$ cat src/rtl/hazard_ctrl_pkg.sv
// rtl/hazard_ctrl_pkg.sv - shared writeback-source codes, FSM states and stage record for hazard_ctrl
package hazard_ctrl_pkg;

  localparam logic [1:0] RegDst_FromALU = 2'd0;
  localparam logic [1:0] RegDst_FromMEM = 2'd1;
  localparam logic [1:0] RegDst_FromPC  = 2'd2;

  typedef enum logic {
    HZ_RUN   = 1'b0,
    HZ_STALL = 1'b1
  } hzState_t;

  typedef struct packed {
    logic       Mwk;
    logic       RegWr;
    logic [1:0] RegDst;
    logic [4:0] rd;
    logic [1:0] cmp;
  } stageInfo_t;

  // A load in EX whose result the ID instruction needs; the MEM-stage copy is always forwardable.
  function automatic logic loadUseHit(stageInfo_t pre, logic idValid,
                                      logic [4:0] rs1, logic useRs1,
                                      logic [4:0] rs2, logic useRs2);
    logic srcMatch;
    srcMatch = (useRs1 && (rs1 == pre.rd)) || (useRs2 && (rs2 == pre.rd));
    return idValid && pre.Mwk && pre.RegWr && (pre.RegDst == RegDst_FromMEM) &&
           (pre.rd != 5'd0) && srcMatch;
  endfunction

endpackage

$ cat src/rtl/hazard_ctrl_if.sv
// rtl/hazard_ctrl_if.sv - ID-stage request and hazard/forwarding response bundle
interface hazard_ctrl_if;
  logic       id_valid;
  logic [4:0] id_rs1;
  logic [4:0] id_rs2;
  logic       id_use_rs1;
  logic       id_use_rs2;
  logic       id_RegWr;
  logic [1:0] id_RegDst;
  logic [4:0] id_rd;
  logic [1:0] id_cmp;
  logic       ex_taken;

  logic       pc_stall;
  logic       ifid_stall;
  logic       ifid_flush;
  logic       idex_bubble;

  logic       preMwk;
  logic       preRegWr;
  logic [1:0] preRegDst;
  logic [4:0] prerd;
  logic [1:0] preCmp;
  logic       ppreMwk;
  logic       ppreRegWr;
  logic [1:0] ppreRegDst;
  logic [4:0] pprerd;
  logic [1:0] ppreCmp;

  modport master (
    output id_valid, id_rs1, id_rs2, id_use_rs1, id_use_rs2, id_RegWr, id_RegDst, id_rd,
           id_cmp, ex_taken,
    input  pc_stall, ifid_stall, ifid_flush, idex_bubble,
           preMwk, preRegWr, preRegDst, prerd, preCmp,
           ppreMwk, ppreRegWr, ppreRegDst, pprerd, ppreCmp
  );

  modport slave (
    input  id_valid, id_rs1, id_rs2, id_use_rs1, id_use_rs2, id_RegWr, id_RegDst, id_rd,
           id_cmp, ex_taken,
    output pc_stall, ifid_stall, ifid_flush, idex_bubble,
           preMwk, preRegWr, preRegDst, prerd, preCmp,
           ppreMwk, ppreRegWr, ppreRegDst, pprerd, ppreCmp
  );
endinterface

$ cat src/rtl/hazard_ctrl_pipe_tracker.sv
// rtl/hazard_ctrl_pipe_tracker.sv - two-deep EX/MEM instruction tracker with bubble insert
module pipe_tracker
  import hazard_ctrl_pkg::*;
(
  input  logic       clk,
  input  logic       rst,
  input  logic       bubble,
  input  stageInfo_t idInfo,
  output stageInfo_t pre,
  output stageInfo_t ppre
);

  always_ff @(posedge clk) begin
    if (rst) begin
      pre  <= '0;
      ppre <= '0;
    end else begin
      ppre <= pre;
      pre  <= bubble ? '0 : idInfo;
    end
  end

endmodule

$ cat src/rtl/hazard_ctrl.sv
// rtl/hazard_ctrl.sv - ID-stage load-use stall / taken-branch squash controller
// Optional HAZARD_PERF_EN adds saturating stall_cnt/flush_cnt outputs.
module hazard_ctrl
  import hazard_ctrl_pkg::*;
#(
  parameter int LU_STALL = 1
`ifdef HAZARD_PERF_EN
  ,
  parameter int PERF_W   = 32
`endif
) (
  input  logic              clk,
  input  logic              rst,
  hazard_ctrl_if.slave      hz
`ifdef HAZARD_PERF_EN
  ,
  output logic [PERF_W-1:0] stall_cnt,
  output logic [PERF_W-1:0] flush_cnt
`endif
);

  localparam logic [1:0] LuLoad = 2'(LU_STALL - 1);

  hzState_t   state, stateNext;
  logic [1:0] count, countNext;
  logic       luHit;
  logic       pcStall, ifidStall, ifidFlush, idexBubble;
  stageInfo_t idInfo, pre, ppre;

  assign idInfo = '{Mwk: hz.id_valid, RegWr: hz.id_RegWr, RegDst: hz.id_RegDst,
                    rd: hz.id_rd, cmp: hz.id_cmp};

  assign luHit = loadUseHit(pre, hz.id_valid, hz.id_rs1, hz.id_use_rs1,
                            hz.id_rs2, hz.id_use_rs2);

  pipe_tracker uTracker (
    .clk    (clk),
    .rst    (rst),
    .bubble (idexBubble),
    .idInfo (idInfo),
    .pre    (pre),
    .ppre   (ppre)
  );

  always_ff @(posedge clk) begin
    if (rst) begin
      state <= HZ_RUN;
      count <= 2'd0;
    end else begin
      state <= stateNext;
      count <= countNext;
    end
  end

  always_comb begin
    stateNext = state;
    countNext = count;
    case (state)
      HZ_RUN: begin
        if (!hz.ex_taken && luHit) begin
          countNext = LuLoad;
          stateNext = (LuLoad != 2'd0) ? HZ_STALL : HZ_RUN;
        end
      end
      HZ_STALL: begin
        if (hz.ex_taken) begin
          countNext = 2'd0;
          stateNext = HZ_RUN;
        end else begin
          countNext = count - 2'd1;
          if (count == 2'd1) stateNext = HZ_RUN;
        end
      end
      default: stateNext = HZ_RUN;
    endcase
  end

  // A taken branch wins over any stall: the held ID instruction is on the wrong path anyway.
  always_comb begin
    pcStall    = 1'b0;
    ifidStall  = 1'b0;
    ifidFlush  = 1'b0;
    idexBubble = 1'b0;
    if (!rst) begin
      if (hz.ex_taken) begin
        ifidFlush  = 1'b1;
        idexBubble = 1'b1;
      end else if (state == HZ_STALL || luHit) begin
        pcStall    = 1'b1;
        ifidStall  = 1'b1;
        idexBubble = 1'b1;
      end
    end
  end

  assign hz.pc_stall    = pcStall;
  assign hz.ifid_stall  = ifidStall;
  assign hz.ifid_flush  = ifidFlush;
  assign hz.idex_bubble = idexBubble;

  assign hz.preMwk     = pre.Mwk;
  assign hz.preRegWr   = pre.RegWr;
  assign hz.preRegDst  = pre.RegDst;
  assign hz.prerd      = pre.rd;
  assign hz.preCmp     = pre.cmp;
  assign hz.ppreMwk    = ppre.Mwk;
  assign hz.ppreRegWr  = ppre.RegWr;
  assign hz.ppreRegDst = ppre.RegDst;
  assign hz.pprerd     = ppre.rd;
  assign hz.ppreCmp    = ppre.cmp;

`ifdef HAZARD_PERF_EN
  always_ff @(posedge clk) begin
    if (rst) begin
      stall_cnt <= '0;
      flush_cnt <= '0;
    end else begin
      if (pcStall && (stall_cnt != '1)) stall_cnt <= stall_cnt + 1'b1;
      if (ifidFlush && (flush_cnt != '1)) flush_cnt <= flush_cnt + 1'b1;
    end
  end
`endif

endmodule

$ cat src/flat_wrapper.sv
// flat-port wrapper written by rule: the top's interface ports become plain ports
module hazard_ctrl_flat import hazard_ctrl_pkg::*;
#(
  parameter int LU_STALL = 1

)
  (clk, rst, hz_id_valid, hz_id_rs1, hz_id_rs2, hz_id_use_rs1, hz_id_use_rs2, hz_id_RegWr, hz_id_RegDst, hz_id_rd, hz_id_cmp, hz_ex_taken, hz_pc_stall, hz_ifid_stall, hz_ifid_flush, hz_idex_bubble, hz_preMwk, hz_preRegWr, hz_preRegDst, hz_prerd, hz_preCmp, hz_ppreMwk, hz_ppreRegWr, hz_ppreRegDst, hz_pprerd, hz_ppreCmp);
  hazard_ctrl_if hz_i ();
  input  logic clk;
  input  logic rst;
  input wire logic [$bits(hz_i.id_valid)-1:0] hz_id_valid;
  input wire logic [$bits(hz_i.id_rs1)-1:0] hz_id_rs1;
  input wire logic [$bits(hz_i.id_rs2)-1:0] hz_id_rs2;
  input wire logic [$bits(hz_i.id_use_rs1)-1:0] hz_id_use_rs1;
  input wire logic [$bits(hz_i.id_use_rs2)-1:0] hz_id_use_rs2;
  input wire logic [$bits(hz_i.id_RegWr)-1:0] hz_id_RegWr;
  input wire logic [$bits(hz_i.id_RegDst)-1:0] hz_id_RegDst;
  input wire logic [$bits(hz_i.id_rd)-1:0] hz_id_rd;
  input wire logic [$bits(hz_i.id_cmp)-1:0] hz_id_cmp;
  input wire logic [$bits(hz_i.ex_taken)-1:0] hz_ex_taken;
  output wire logic [$bits(hz_i.pc_stall)-1:0] hz_pc_stall;
  output wire logic [$bits(hz_i.ifid_stall)-1:0] hz_ifid_stall;
  output wire logic [$bits(hz_i.ifid_flush)-1:0] hz_ifid_flush;
  output wire logic [$bits(hz_i.idex_bubble)-1:0] hz_idex_bubble;
  output wire logic [$bits(hz_i.preMwk)-1:0] hz_preMwk;
  output wire logic [$bits(hz_i.preRegWr)-1:0] hz_preRegWr;
  output wire logic [$bits(hz_i.preRegDst)-1:0] hz_preRegDst;
  output wire logic [$bits(hz_i.prerd)-1:0] hz_prerd;
  output wire logic [$bits(hz_i.preCmp)-1:0] hz_preCmp;
  output wire logic [$bits(hz_i.ppreMwk)-1:0] hz_ppreMwk;
  output wire logic [$bits(hz_i.ppreRegWr)-1:0] hz_ppreRegWr;
  output wire logic [$bits(hz_i.ppreRegDst)-1:0] hz_ppreRegDst;
  output wire logic [$bits(hz_i.pprerd)-1:0] hz_pprerd;
  output wire logic [$bits(hz_i.ppreCmp)-1:0] hz_ppreCmp;
  assign hz_i.id_valid = hz_id_valid;
  assign hz_i.id_rs1 = hz_id_rs1;
  assign hz_i.id_rs2 = hz_id_rs2;
  assign hz_i.id_use_rs1 = hz_id_use_rs1;
  assign hz_i.id_use_rs2 = hz_id_use_rs2;
  assign hz_i.id_RegWr = hz_id_RegWr;
  assign hz_i.id_RegDst = hz_id_RegDst;
  assign hz_i.id_rd = hz_id_rd;
  assign hz_i.id_cmp = hz_id_cmp;
  assign hz_i.ex_taken = hz_ex_taken;
  assign hz_pc_stall = hz_i.pc_stall;
  assign hz_ifid_stall = hz_i.ifid_stall;
  assign hz_ifid_flush = hz_i.ifid_flush;
  assign hz_idex_bubble = hz_i.idex_bubble;
  assign hz_preMwk = hz_i.preMwk;
  assign hz_preRegWr = hz_i.preRegWr;
  assign hz_preRegDst = hz_i.preRegDst;
  assign hz_prerd = hz_i.prerd;
  assign hz_preCmp = hz_i.preCmp;
  assign hz_ppreMwk = hz_i.ppreMwk;
  assign hz_ppreRegWr = hz_i.ppreRegWr;
  assign hz_ppreRegDst = hz_i.ppreRegDst;
  assign hz_pprerd = hz_i.pprerd;
  assign hz_ppreCmp = hz_i.ppreCmp;
  hazard_ctrl #(.LU_STALL(LU_STALL)) u_core (.clk(clk), .rst(rst), .hz(hz_i));
endmodule
$ cat config.mk
export PLATFORM = sky130hd
export DESIGN_NAME = hazard_ctrl_flat
export DESIGN_NICKNAME = d
export VERILOG_FILES = /design/src/rtl/hazard_ctrl_pkg.sv /design/src/rtl/hazard_ctrl_if.sv /design/src/rtl/hazard_ctrl_pipe_tracker.sv /design/src/rtl/hazard_ctrl.sv /design/src/flat_wrapper.sv
export SDC_FILE = /design/constraint.sdc
export NUM_CORES = 1
export LEC_CHECK = 0
export BUFFER_PORTS_ARGS = -buffer_cell sky130_fd_sc_hd__buf_2
export CAP_MARGIN = 10
export CORE_UTILIZATION = 45
export CTS_BUF_LIST = sky130_fd_sc_hd__clkbuf_4 sky130_fd_sc_hd__clkbuf_8
export CTS_CLUSTER_SIZE = 8
export DETAILED_ROUTE_END_ITERATION = 8
export GPL_TIMING_DRIVEN = 0
export PLACE_DENSITY_LB_ADDON = 0.15
export SYNTH_ARGS = -nofsm -noshare
export SYNTH_HDL_FRONTEND = slang
export SYNTH_HIERARCHICAL = 1
export SYNTH_SLANG_ARGS = --single-unit
export TNS_END_PERCENT = 1
$ cat constraint.sdc
create_clock -name clk -period 3.95 [get_ports clk]
set_input_delay 0.9875 -clock clk [delete_from_list [all_inputs] [get_ports clk]]
set_output_delay 0.9875 -clock clk [all_outputs]
set_load 0.05 [all_outputs]
==> impl_metrics.xml, run 1 <==
<?xml version="1.0" encoding="UTF-8"?>
<metrics>
  <group name="status">
    <metric name="status" unit="">completed</metric>
  </group>
  <group name="flow_run">
    <metric name="drv.max_cap_violation_count" unit="">0</metric>
  </group>
  <group name="cts">
    <metric name="cts_resized" unit="">0</metric>
    <metric name="insertion_delay" unit="ns">0.31</metric>
    <metric name="numCtsBuffers" unit="">3</metric>
    <metric name="cts.htree.levels" unit="">1</metric>
    <metric name="cts.repair_timing.setup_buffer_count" unit="">0</metric>
    <metric name="clockBufferDepth" unit="">2</metric>
    <metric name="clk_transition_reported_paths" unit="ns">0.14</metric>
    <metric name="cts_tree" unit="">yes</metric>
    <metric name="clock_sink_count" unit="">25</metric>
    <metric name="cts-hold-fix-buffers" unit="">0</metric>
    <metric name="ctsRootBufferMaster" unit="">sky130_fd_sc_hd__clkbuf_4</metric>
  </group>
  <group name="critical_path">
    <metric name="worst-r2r-cell-count" unit="">7</metric>
    <metric name="worstReg2RegStart" unit="">u_core/uTracker/pre[4]</metric>
    <metric name="crit_type" unit="">primary input to primary output</metric>
    <metric name="end_kind" unit="">primary output</metric>
    <metric name="worst_setup_path_start_kind" unit="">primary input</metric>
    <metric name="cp_data_arrival_time" unit="ns">2.59</metric>
    <metric name="r2r_slack" unit="ns">1.98</metric>
    <metric name="regToRegEndpoint" unit="">u_core/uTracker/pre[9]</metric>
    <metric name="worstPathRequired" unit="ns">2.96</metric>
    <metric name="worstPathMaxFanout" unit="">3</metric>
  </group>
  <group name="synth">
    <metric name="synth_top_family_by_area" unit="">simple AND/OR/NAND/NOR gates</metric>
    <metric name="yosys_warnings" unit="">6</metric>
    <metric name="post_synth_fa_ha_maj_area_fraction" unit="">0.01239</metric>
    <metric name="syn_area" unit="um^2">1010</metric>
    <metric name="postSynthNetCount" unit="">111</metric>
    <metric name="synth_compound_area_frac" unit="">0.06320</metric>
    <metric name="synthSimpleGateAreaFrac" unit="">0.2937</metric>
    <metric name="share_of_synthesized_area_spent_on_multiplexers" unit="">0</metric>
    <metric name="synthesis.instances" unit="">84</metric>
    <metric name="avgSynthCellArea" unit="um^2">12.02</metric>
    <metric name="yosys.area_share.xor_xnor" unit="">0.08674</metric>
    <metric name="post-synth-top-area-fraction" unit="">0.4957</metric>
    <metric name="yosys_register_bits" unit="">25</metric>
    <metric name="synth_sequential_area_ratio" unit="">0.4957</metric>
    <metric name="ys_top_cells_by_area" unit="">sky130_fd_sc_hd__dfxtp_1, sky130_fd_sc_hd__nor3b_2, sky130_fd_sc_hd__xor2_1</metric>
    <metric name="synth.largest_area_cell" unit="">sky130_fd_sc_hd__dfxtp_1</metric>
    <metric name="synthDistinctLibCells" unit="">26</metric>
  </group>
  <group name="pwr">
    <metric name="peakVddDrop" unit="uV">238.1</metric>
    <metric name="power_density" unit="nW/um^2">363.2</metric>
    <metric name="power.static_leakage" unit="nW">0.6413</metric>
  </group>
  <group name="timing">
    <metric name="finalCriticalPeriod" unit="ns">3.580</metric>
    <metric name="report.final.hold_viol_count" unit="">0</metric>
    <metric name="fin_setup_tns" unit="ns">0</metric>
    <metric name="timing.final.setup_violations" unit="">0</metric>
    <metric name="maxClockFrequency" unit="MHz">279.3</metric>
    <metric name="min_period_over_period" unit="">0.9063</metric>
    <metric name="postLayoutSetupSlackWorst" unit="ns">0.3700</metric>
    <metric name="final_max_slew_viol_count" unit="">0</metric>
    <metric name="rsz0062_at_grt" unit="">no</metric>
    <metric name="timing_worst_slew_pin_value" unit="ns">0.3195</metric>
    <metric name="fin_skew" unit="ns">0.002025</metric>
    <metric name="max-slew-margin-rel" unit="">0.7870</metric>
  </group>
  <group name="layout">
    <metric name="final_net_count" unit="">167</metric>
    <metric name="flow.area_growth_from_synthesis" unit="%">31.60</metric>
    <metric name="insertedDiodeCount" unit="">0</metric>
    <metric name="fillers" unit="">198</metric>
    <metric name="layout-drive-gt1-share" unit="">0.5396</metric>
  </group>
  <group name="routing">
    <metric name="num_vias" unit="">794</metric>
    <metric name="detail-route-antenna-nets" unit="">0</metric>
    <metric name="detailedRoute.firstPassIterationCount" unit="">4</metric>
    <metric name="drt-vias-per-instance" unit="">4.783</metric>
    <metric name="finalWirelength" unit="mm">1.951</metric>
    <metric name="drt_first_iter_violations" unit="">4</metric>
    <metric name="drt_drc_violations_left" unit="">0</metric>
    <metric name="wire_per_inst" unit="um">11.75</metric>
  </group>
  <group name="die">
    <metric name="design.core.area" unit="um^2">2042</metric>
    <metric name="die-area" unit="um^2">2437</metric>
    <metric name="core.rowCount" unit="">16</metric>
    <metric name="floorplan.io_pins" unit="">52</metric>
    <metric name="die_w" unit="um">49.37</metric>
    <metric name="starting_density_of_the_core" unit="">0.4945</metric>
    <metric name="die_h" unit="um">49.37</metric>
  </group>
  <group name="place">
    <metric name="io_buf_count" unit="">51</metric>
    <metric name="globalplace.congestion" unit="">0.7694</metric>
    <metric name="post_place_worst_slack" unit="ns">0.3746</metric>
    <metric name="hpwlAfterDp" unit="mm">1.529</metric>
  </group>
  <group name="global_route">
    <metric name="grt_pass1_wl" unit="mm">3.215</metric>
    <metric name="overflow_after_grt" unit="">0</metric>
    <metric name="pin_count_of_the_biggest_net_entering_global_routing" unit="">16</metric>
    <metric name="first_global_vias" unit="">775</metric>
    <metric name="overall_global_routing_resource_usage" unit="">0.1712</metric>
    <metric name="grt_antenna_before_repair" unit="">0</metric>
  </group>
  <group name="hold_path">
    <metric name="worstHoldPathType" unit="">register to register</metric>
    <metric name="min_path_cells" unit="">1</metric>
    <metric name="endpoint_worst_hold" unit="">u_core/uTracker/ppre[0]</metric>
    <metric name="min-delay-start" unit="">u_core/uTracker/pre[0]</metric>
  </group>
</metrics>
==> power breakdown <==
part / internal [mW] / total (mW) / switching, mW
Combinational: 0.0342 / 0.0981 / 0.0639
Clock: 0.0385 / 0.115 / 0.0767
Sequential: 0.262 / 0.269 / 0.00693
==> stage by stage <==
step           power [mW]  area, um^2  cells    util  hold WS (ns)
6_report           0.4826        1329    166  0.6507        0.4689
5_1_grt            0.5055        1329    166  0.6507        0.4884
4_1_cts            0.4842        1329    166  0.6507        0.4715
3_5_place_dp       0.3738        1299    162  0.6360        0.4479
3_3_place_gp       0.3715        1299    162  0.6360        0.4427
2_1_floorplan      0.3431        1010     84       -        0.4633
==> sequential cells by signal (all words and copies together) (netlist names) <==
name                  count
u_core/count              2
u_core/state              1
u_core/uTracker/ppre     11
u_core/uTracker/pre      11
==> kinds of logic after synthesis <==
family	count (synthesis)
and+or+nand+nor	35
AOI/OAI and AO/OA	7
DFF	25
xor gates and xnor gates	10
adders and majority gates	1
buffers and inverters	6
==> cell usage in the layout, fill, tap and decap left out <==
cell type	Yosys	layout
sky130_fd_sc_hd__ha_1	1	1
sky130_fd_sc_hd__and2_0	1	1
sky130_fd_sc_hd__and4b_1	1	1
sky130_fd_sc_hd__a21boi_1	1	1
sky130_fd_sc_hd__and2b_2	2	2
sky130_fd_sc_hd__a21oi_1	2	2
sky130_fd_sc_hd__buf_4	1	1
sky130_fd_sc_hd__clkbuf_4	0	3
sky130_fd_sc_hd__nor2_1	2	2
sky130_fd_sc_hd__o211ai_2	1	1
sky130_fd_sc_hd__nor4_2	1	1
sky130_fd_sc_hd__xnor2_1	2	2
sky130_fd_sc_hd__nand3_1	1	1
sky130_fd_sc_hd__nor3b_2	11	11
sky130_fd_sc_hd__dfxtp_1	25	25
sky130_fd_sc_hd__buf_6	3	3
sky130_fd_sc_hd__inv_1	2	2
sky130_fd_sc_hd__a32oi_1	1	1
sky130_fd_sc_hd__nor3_1	1	1
sky130_fd_sc_hd__buf_2	0	51
sky130_fd_sc_hd__o311ai_1	1	1
sky130_fd_sc_hd__or2_1	1	1
sky130_fd_sc_hd__or4_1	1	1
sky130_fd_sc_hd__nor2b_1	10	10
sky130_fd_sc_hd__o41ai_2	1	1
sky130_fd_sc_hd__xor2_1	8	8
sky130_fd_sc_hd__or3_1	1	1
sky130_fd_sc_hd__nor4_1	2	2
sky130_fd_sc_hd__clkinvlp_4	0	1
==> synthesized netlist by cell type <==
| library cell | n |
|---|---|
| sky130_fd_sc_hd__a21boi_1 | 1 |
| sky130_fd_sc_hd__a21oi_1 | 2 |
| sky130_fd_sc_hd__a32oi_1 | 1 |
| sky130_fd_sc_hd__and2_0 | 1 |
| sky130_fd_sc_hd__and2b_2 | 2 |
| sky130_fd_sc_hd__and4b_1 | 1 |
| sky130_fd_sc_hd__buf_4 | 1 |
| sky130_fd_sc_hd__buf_6 | 3 |
| sky130_fd_sc_hd__dfxtp_1 | 25 |
| sky130_fd_sc_hd__ha_1 | 1 |
| sky130_fd_sc_hd__inv_1 | 2 |
| sky130_fd_sc_hd__nand3_1 | 1 |
| sky130_fd_sc_hd__nor2_1 | 2 |
| sky130_fd_sc_hd__nor2b_1 | 10 |
| sky130_fd_sc_hd__nor3_1 | 1 |
| sky130_fd_sc_hd__nor3b_2 | 11 |
| sky130_fd_sc_hd__nor4_1 | 2 |
| sky130_fd_sc_hd__nor4_2 | 1 |
| sky130_fd_sc_hd__o211ai_2 | 1 |
| sky130_fd_sc_hd__o311ai_1 | 1 |
| sky130_fd_sc_hd__o41ai_2 | 1 |
| sky130_fd_sc_hd__or2_1 | 1 |
| sky130_fd_sc_hd__or3_1 | 1 |
| sky130_fd_sc_hd__or4_1 | 1 |
| sky130_fd_sc_hd__xnor2_1 | 2 |
| sky130_fd_sc_hd__xor2_1 | 8 |
==> worst max-delay path, stage by stage <==
cell                      delay, ns
sky130_fd_sc_hd__buf_2         0.10
sky130_fd_sc_hd__xor2_1        0.13
sky130_fd_sc_hd__nor4_1        0.32
sky130_fd_sc_hd__a32oi_1       0.15
sky130_fd_sc_hd__or2_1         0.28
sky130_fd_sc_hd__a21oi_1       0.29
sky130_fd_sc_hd__buf_2         0.33
==> layout make-up <==
cell class	instances	area (um^2)	area share
inverter	2	7.507	0.005650
multi-input combinational	53	460.4	0.3465
sequential	25	500.5	0.3766
clock buffer	3	22.52	0.01695
buffer	4	41.29	0.03107
timing repair buffer	51	255.2	0.1921
clock inverter	1	7.507	0.005650
tap	27	33.78	0.02542
==> worst max-delay path by stage <==
stage / slack, ns / depth (start not counted) / start / end
2_1_floorplan: 0.01 / 6 / hz_id_rs1[3] / hz_pc_stall
3_3_place_gp: 0.39 / 7 / hz_id_rs2[2] / hz_idex_bubble
3_5_place_dp: 0.37 / 7 / hz_id_rs1[3] / hz_idex_bubble
4_1_cts: 0.37 / 7 / hz_id_rs1[3] / hz_idex_bubble
5_1_grt: 0.25 / 7 / hz_id_rs2[2] / hz_idex_bubble
6_report: 0.37 / 7 / hz_id_rs2[2] / hz_idex_bubble
==> per-layer routing <==
| metal | up-vias | part of all wire | global-route usage |
|---|---|---|---|
| li1 | 400 | - | - |
| met5 | - | 0 | 0 |
| met1 | 367 | 0.42 | 0.1830 |
| met2 | 27 | 0.53 | 0.3470 |
| met3 | 0 | 0.053 | 0.02804 |
| met4 | 0 | 0 | 0.02857 |
(Power assumes the default switching activity.)
==> run 2: changes to the inputs <==
--- a/config.mk
+++ b/config.mk
@@ -5,9 +5,12 @@
 export SDC_FILE = /design/constraint.sdc
 export NUM_CORES = 1
 export LEC_CHECK = 0
+export ABC_AREA = 0
 export BUFFER_PORTS_ARGS = -buffer_cell sky130_fd_sc_hd__buf_2
 export CAP_MARGIN = 10
-export CORE_UTILIZATION = 45
+export CELL_PAD_IN_SITES_DETAIL_PLACEMENT = 1
+export CELL_PAD_IN_SITES_GLOBAL_PLACEMENT = 1
+export CORE_UTILIZATION = 37
 export CTS_BUF_LIST = sky130_fd_sc_hd__clkbuf_4 sky130_fd_sc_hd__clkbuf_8
 export CTS_CLUSTER_SIZE = 8
 export DETAILED_ROUTE_END_ITERATION = 8
==> run 2 against run 1 <==
Compared with the run above: clock skew up 0.0025 ns; global-route usage down 0.051 points; core utilization shrank 12 points; critical endpoint unchanged; routed wire length grew 18%; worst setup slack worse by 0.092 ns; highest routed layer is now met4.
==> impl_metrics.xml, run 2 (synthesis gave the netlist of run 1 again) <==
<?xml version="1.0" encoding="UTF-8"?>
<metrics>
  <group name="status">
    <metric name="status" unit="">completed</metric>
  </group>
  <group name="critical_path">
    <metric name="end_kind" unit="">primary output</metric>
    <metric name="worstPathMaxFanout" unit="">3</metric>
    <metric name="cpMaxStageDelayCell" unit="">sky130_fd_sc_hd__buf_2</metric>
    <metric name="critPathBufInv" unit="">2</metric>
    <metric name="crit_type" unit="">primary input to primary output</metric>
    <metric name="cp_common_cell" unit="">sky130_fd_sc_hd__buf_2</metric>
    <metric name="worstReg2RegStart" unit="">u_core/uTracker/pre[5]</metric>
    <metric name="cp_data_arrival_time" unit="ns">2.68</metric>
    <metric name="setup.worst_path.start" unit="">hz_id_rs1[3]</metric>
    <metric name="timing.critical_path.cells" unit="">buf_2, xor2_1, nor4_2, a32oi_1, or2_1, a21oi_1, buf_2</metric>
    <metric name="path_delay_family" unit="">simple AND/OR/NAND/NOR gates</metric>
    <metric name="worst_setup_path_start_kind" unit="">primary input</metric>
    <metric name="worstPathRequired" unit="ns">2.96</metric>
    <metric name="slowest_delay" unit="ns">0.34</metric>
  </group>
  <group name="timing">
    <metric name="fin_setup_tns" unit="ns">0</metric>
    <metric name="timing.final.setup_violations" unit="">0</metric>
    <metric name="min_period_over_period" unit="">0.9297</metric>
    <metric name="max-slew-margin-rel" unit="">0.7566</metric>
    <metric name="fin_skew" unit="ns">0.004526</metric>
    <metric name="finalCriticalPeriod" unit="ns">3.672</metric>
    <metric name="maxClockFrequency" unit="MHz">272.3</metric>
    <metric name="postLayoutSetupSlackWorst" unit="ns">0.2778</metric>
    <metric name="rsz0062_at_grt" unit="">no</metric>
    <metric name="final_max_slew_viol_count" unit="">0</metric>
    <metric name="hold-worst-slack" unit="ns">0.4818</metric>
    <metric name="timing_worst_slew_pin_value" unit="ns">0.3651</metric>
    <metric name="report.final.hold_viol_count" unit="">0</metric>
  </group>
  <group name="global_route">
    <metric name="global_route.usage.met3" unit="">0.03333</metric>
    <metric name="met2_grt_util" unit="">0.3171</metric>
    <metric name="most_crowded_layer_after_global_routing" unit="">met2</metric>
    <metric name="pin_count_of_the_biggest_net_entering_global_routing" unit="">16</metric>
    <metric name="grt_antenna_before_repair" unit="">0</metric>
    <metric name="overall_global_routing_resource_usage" unit="">0.1707</metric>
    <metric name="first_global_vias" unit="">775</metric>
    <metric name="overflow_after_grt" unit="">0</metric>
    <metric name="met1_usage" unit="">0.1990</metric>
    <metric name="grt_pass1_wl" unit="mm">3.532</metric>
  </group>
  <group name="die">
    <metric name="die_w" unit="um">54.24</metric>
    <metric name="die_h" unit="um">54.24</metric>
    <metric name="floorplan.io_pins" unit="">52</metric>
    <metric name="starting_density_of_the_core" unit="">0.4003</metric>
    <metric name="design.core.area" unit="um^2">2522</metric>
    <metric name="core.rowCount" unit="">18</metric>
    <metric name="die-area" unit="um^2">2942</metric>
  </group>
  <group name="cts">
    <metric name="cts.repair_timing.setup_buffer_count" unit="">0</metric>
    <metric name="cts-hold-fix-buffers" unit="">0</metric>
    <metric name="clock_sink_count" unit="">25</metric>
    <metric name="clk_transition_reported_paths" unit="ns">0.14</metric>
    <metric name="ctsRootBufferMaster" unit="">sky130_fd_sc_hd__clkbuf_4</metric>
    <metric name="clockBufferDepth" unit="">2</metric>
    <metric name="cts_tree" unit="">yes</metric>
    <metric name="cts_resized" unit="">0</metric>
    <metric name="numCtsBuffers" unit="">3</metric>
    <metric name="cts.htree.levels" unit="">1</metric>
    <metric name="insertion_delay" unit="ns">0.32</metric>
  </group>
  <group name="place">
    <metric name="dp.cells" unit="">165</metric>
    <metric name="globalplace.congestion" unit="">0.7193</metric>
    <metric name="io_buf_count" unit="">51</metric>
    <metric name="post_place_worst_slack" unit="ns">0.2917</metric>
    <metric name="hpwlAfterDp" unit="mm">1.852</metric>
  </group>
  <group name="flow_run">
    <metric name="drv.max_cap_violation_count" unit="">0</metric>
  </group>
  <group name="pwr">
    <metric name="power_density" unit="nW/um^2">365.7</metric>
    <metric name="power_frac_clock" unit="">0.245</metric>
    <metric name="p_seq_frac" unit="">0.554</metric>
    <metric name="sw_frac_of_total" unit="">0.3122</metric>
    <metric name="peakVddDrop" unit="uV">200.6</metric>
    <metric name="p_switching" unit="uW">152.1</metric>
    <metric name="internal_dissipation" unit="uW">335.1</metric>
    <metric name="power.static_leakage" unit="nW">0.6413</metric>
    <metric name="combPwrFrac" unit="">0.201</metric>
  </group>
  <group name="routing">
    <metric name="drt-vias-per-instance" unit="">4.781</metric>
    <metric name="finalWirelength" unit="mm">2.293</metric>
    <metric name="detailedRoute.firstPassIterationCount" unit="">2</metric>
    <metric name="drt_first_iter_violations" unit="">5</metric>
    <metric name="num_vias" unit="">808</metric>
    <metric name="drt_drc_violations_left" unit="">0</metric>
    <metric name="detail-route-antenna-nets" unit="">0</metric>
    <metric name="wire_per_inst" unit="um">13.57</metric>
  </group>
  <group name="layout">
    <metric name="layout_commonest_cell" unit="">sky130_fd_sc_hd__buf_2</metric>
    <metric name="post_layout_nonfiller_instances" unit="">169</metric>
    <metric name="layout-drive-gt1-share" unit="">0.5396</metric>
    <metric name="final_net_count" unit="">167</metric>
    <metric name="fillers" unit="">306</metric>
    <metric name="flow.area_growth_from_synthesis" unit="%">31.97</metric>
    <metric name="insertedDiodeCount" unit="">0</metric>
    <metric name="layout_common_cells" unit="">sky130_fd_sc_hd__buf_2, sky130_fd_sc_hd__dfxtp_1, sky130_fd_sc_hd__nor3b_2, sky130_fd_sc_hd__nor2b_1, sky130_fd_sc_hd__xor2_1</metric>
    <metric name="reg_top3" unit="">u_core/uTracker/ppre (11), u_core/uTracker/pre (11), u_core/count (2)</metric>
    <metric name="final_core_utilization" unit="">0.5283</metric>
  </group>
  <group name="hold_path">
    <metric name="worstHoldPathType" unit="">register to register</metric>
    <metric name="min-delay-start" unit="">u_core/uTracker/pre[10]</metric>
  </group>
</metrics>
## run 2: cell counts in the layout (fill, tap and decap cells not counted)
No cell type changed its count.
## run 2: cell type report
class | count | area, um^2 | area share
sequential | 25 | 500.5 | 0.3756
multi-input combinational | 53 | 460.4 | 0.3455
timing repair buffer | 51 | 255.2 | 0.1915
buffer | 4 | 41.29 | 0.03099
tap | 30 | 37.54 | 0.02817
clock buffer | 3 | 22.52 | 0.01690
clock inverter | 1 | 7.507 | 0.005634
inverter | 2 | 7.507 | 0.005634
## run 2: final timing paths
kind	slack, ns	end	cells after the start
setup / recovery	0.28	hz_idex_bubble	7
hold / removal	0.48	u_core/uTracker/ppre[10]	1
setup reg to reg	1.88	u_core/uTracker/pre[2]	7
hold reg to reg	0.48	u_core/uTracker/ppre[10]	1
## run 2: power groups by stage
stage          sequential (mW)  combinational (mW)  clock (mW)
3_3_place_gp             0.275              0.0972           0
2_1_floorplan            0.310              0.0332           0
3_5_place_dp             0.276              0.0988           0
4_1_cts                  0.270              0.0991       0.123
5_1_grt                  0.271               0.105       0.134
6_report                 0.270              0.0980       0.119
## run 2: routing by layer
metal,routed length [um],share of wire
met5,0,0
met4,15,0.0065
met3,118,0.051
met2,1229,0.54
met1,930,0.41
## run 2: through the flow
stage          total power [mW]  instance area (um^2)
4_1_cts                  0.4926                  1333
3_5_place_dp             0.3746                  1303
5_1_grt                  0.5105                  1333
3_3_place_gp             0.3723                  1303
6_report                 0.4873                  1333
2_1_floorplan            0.3431                  1010
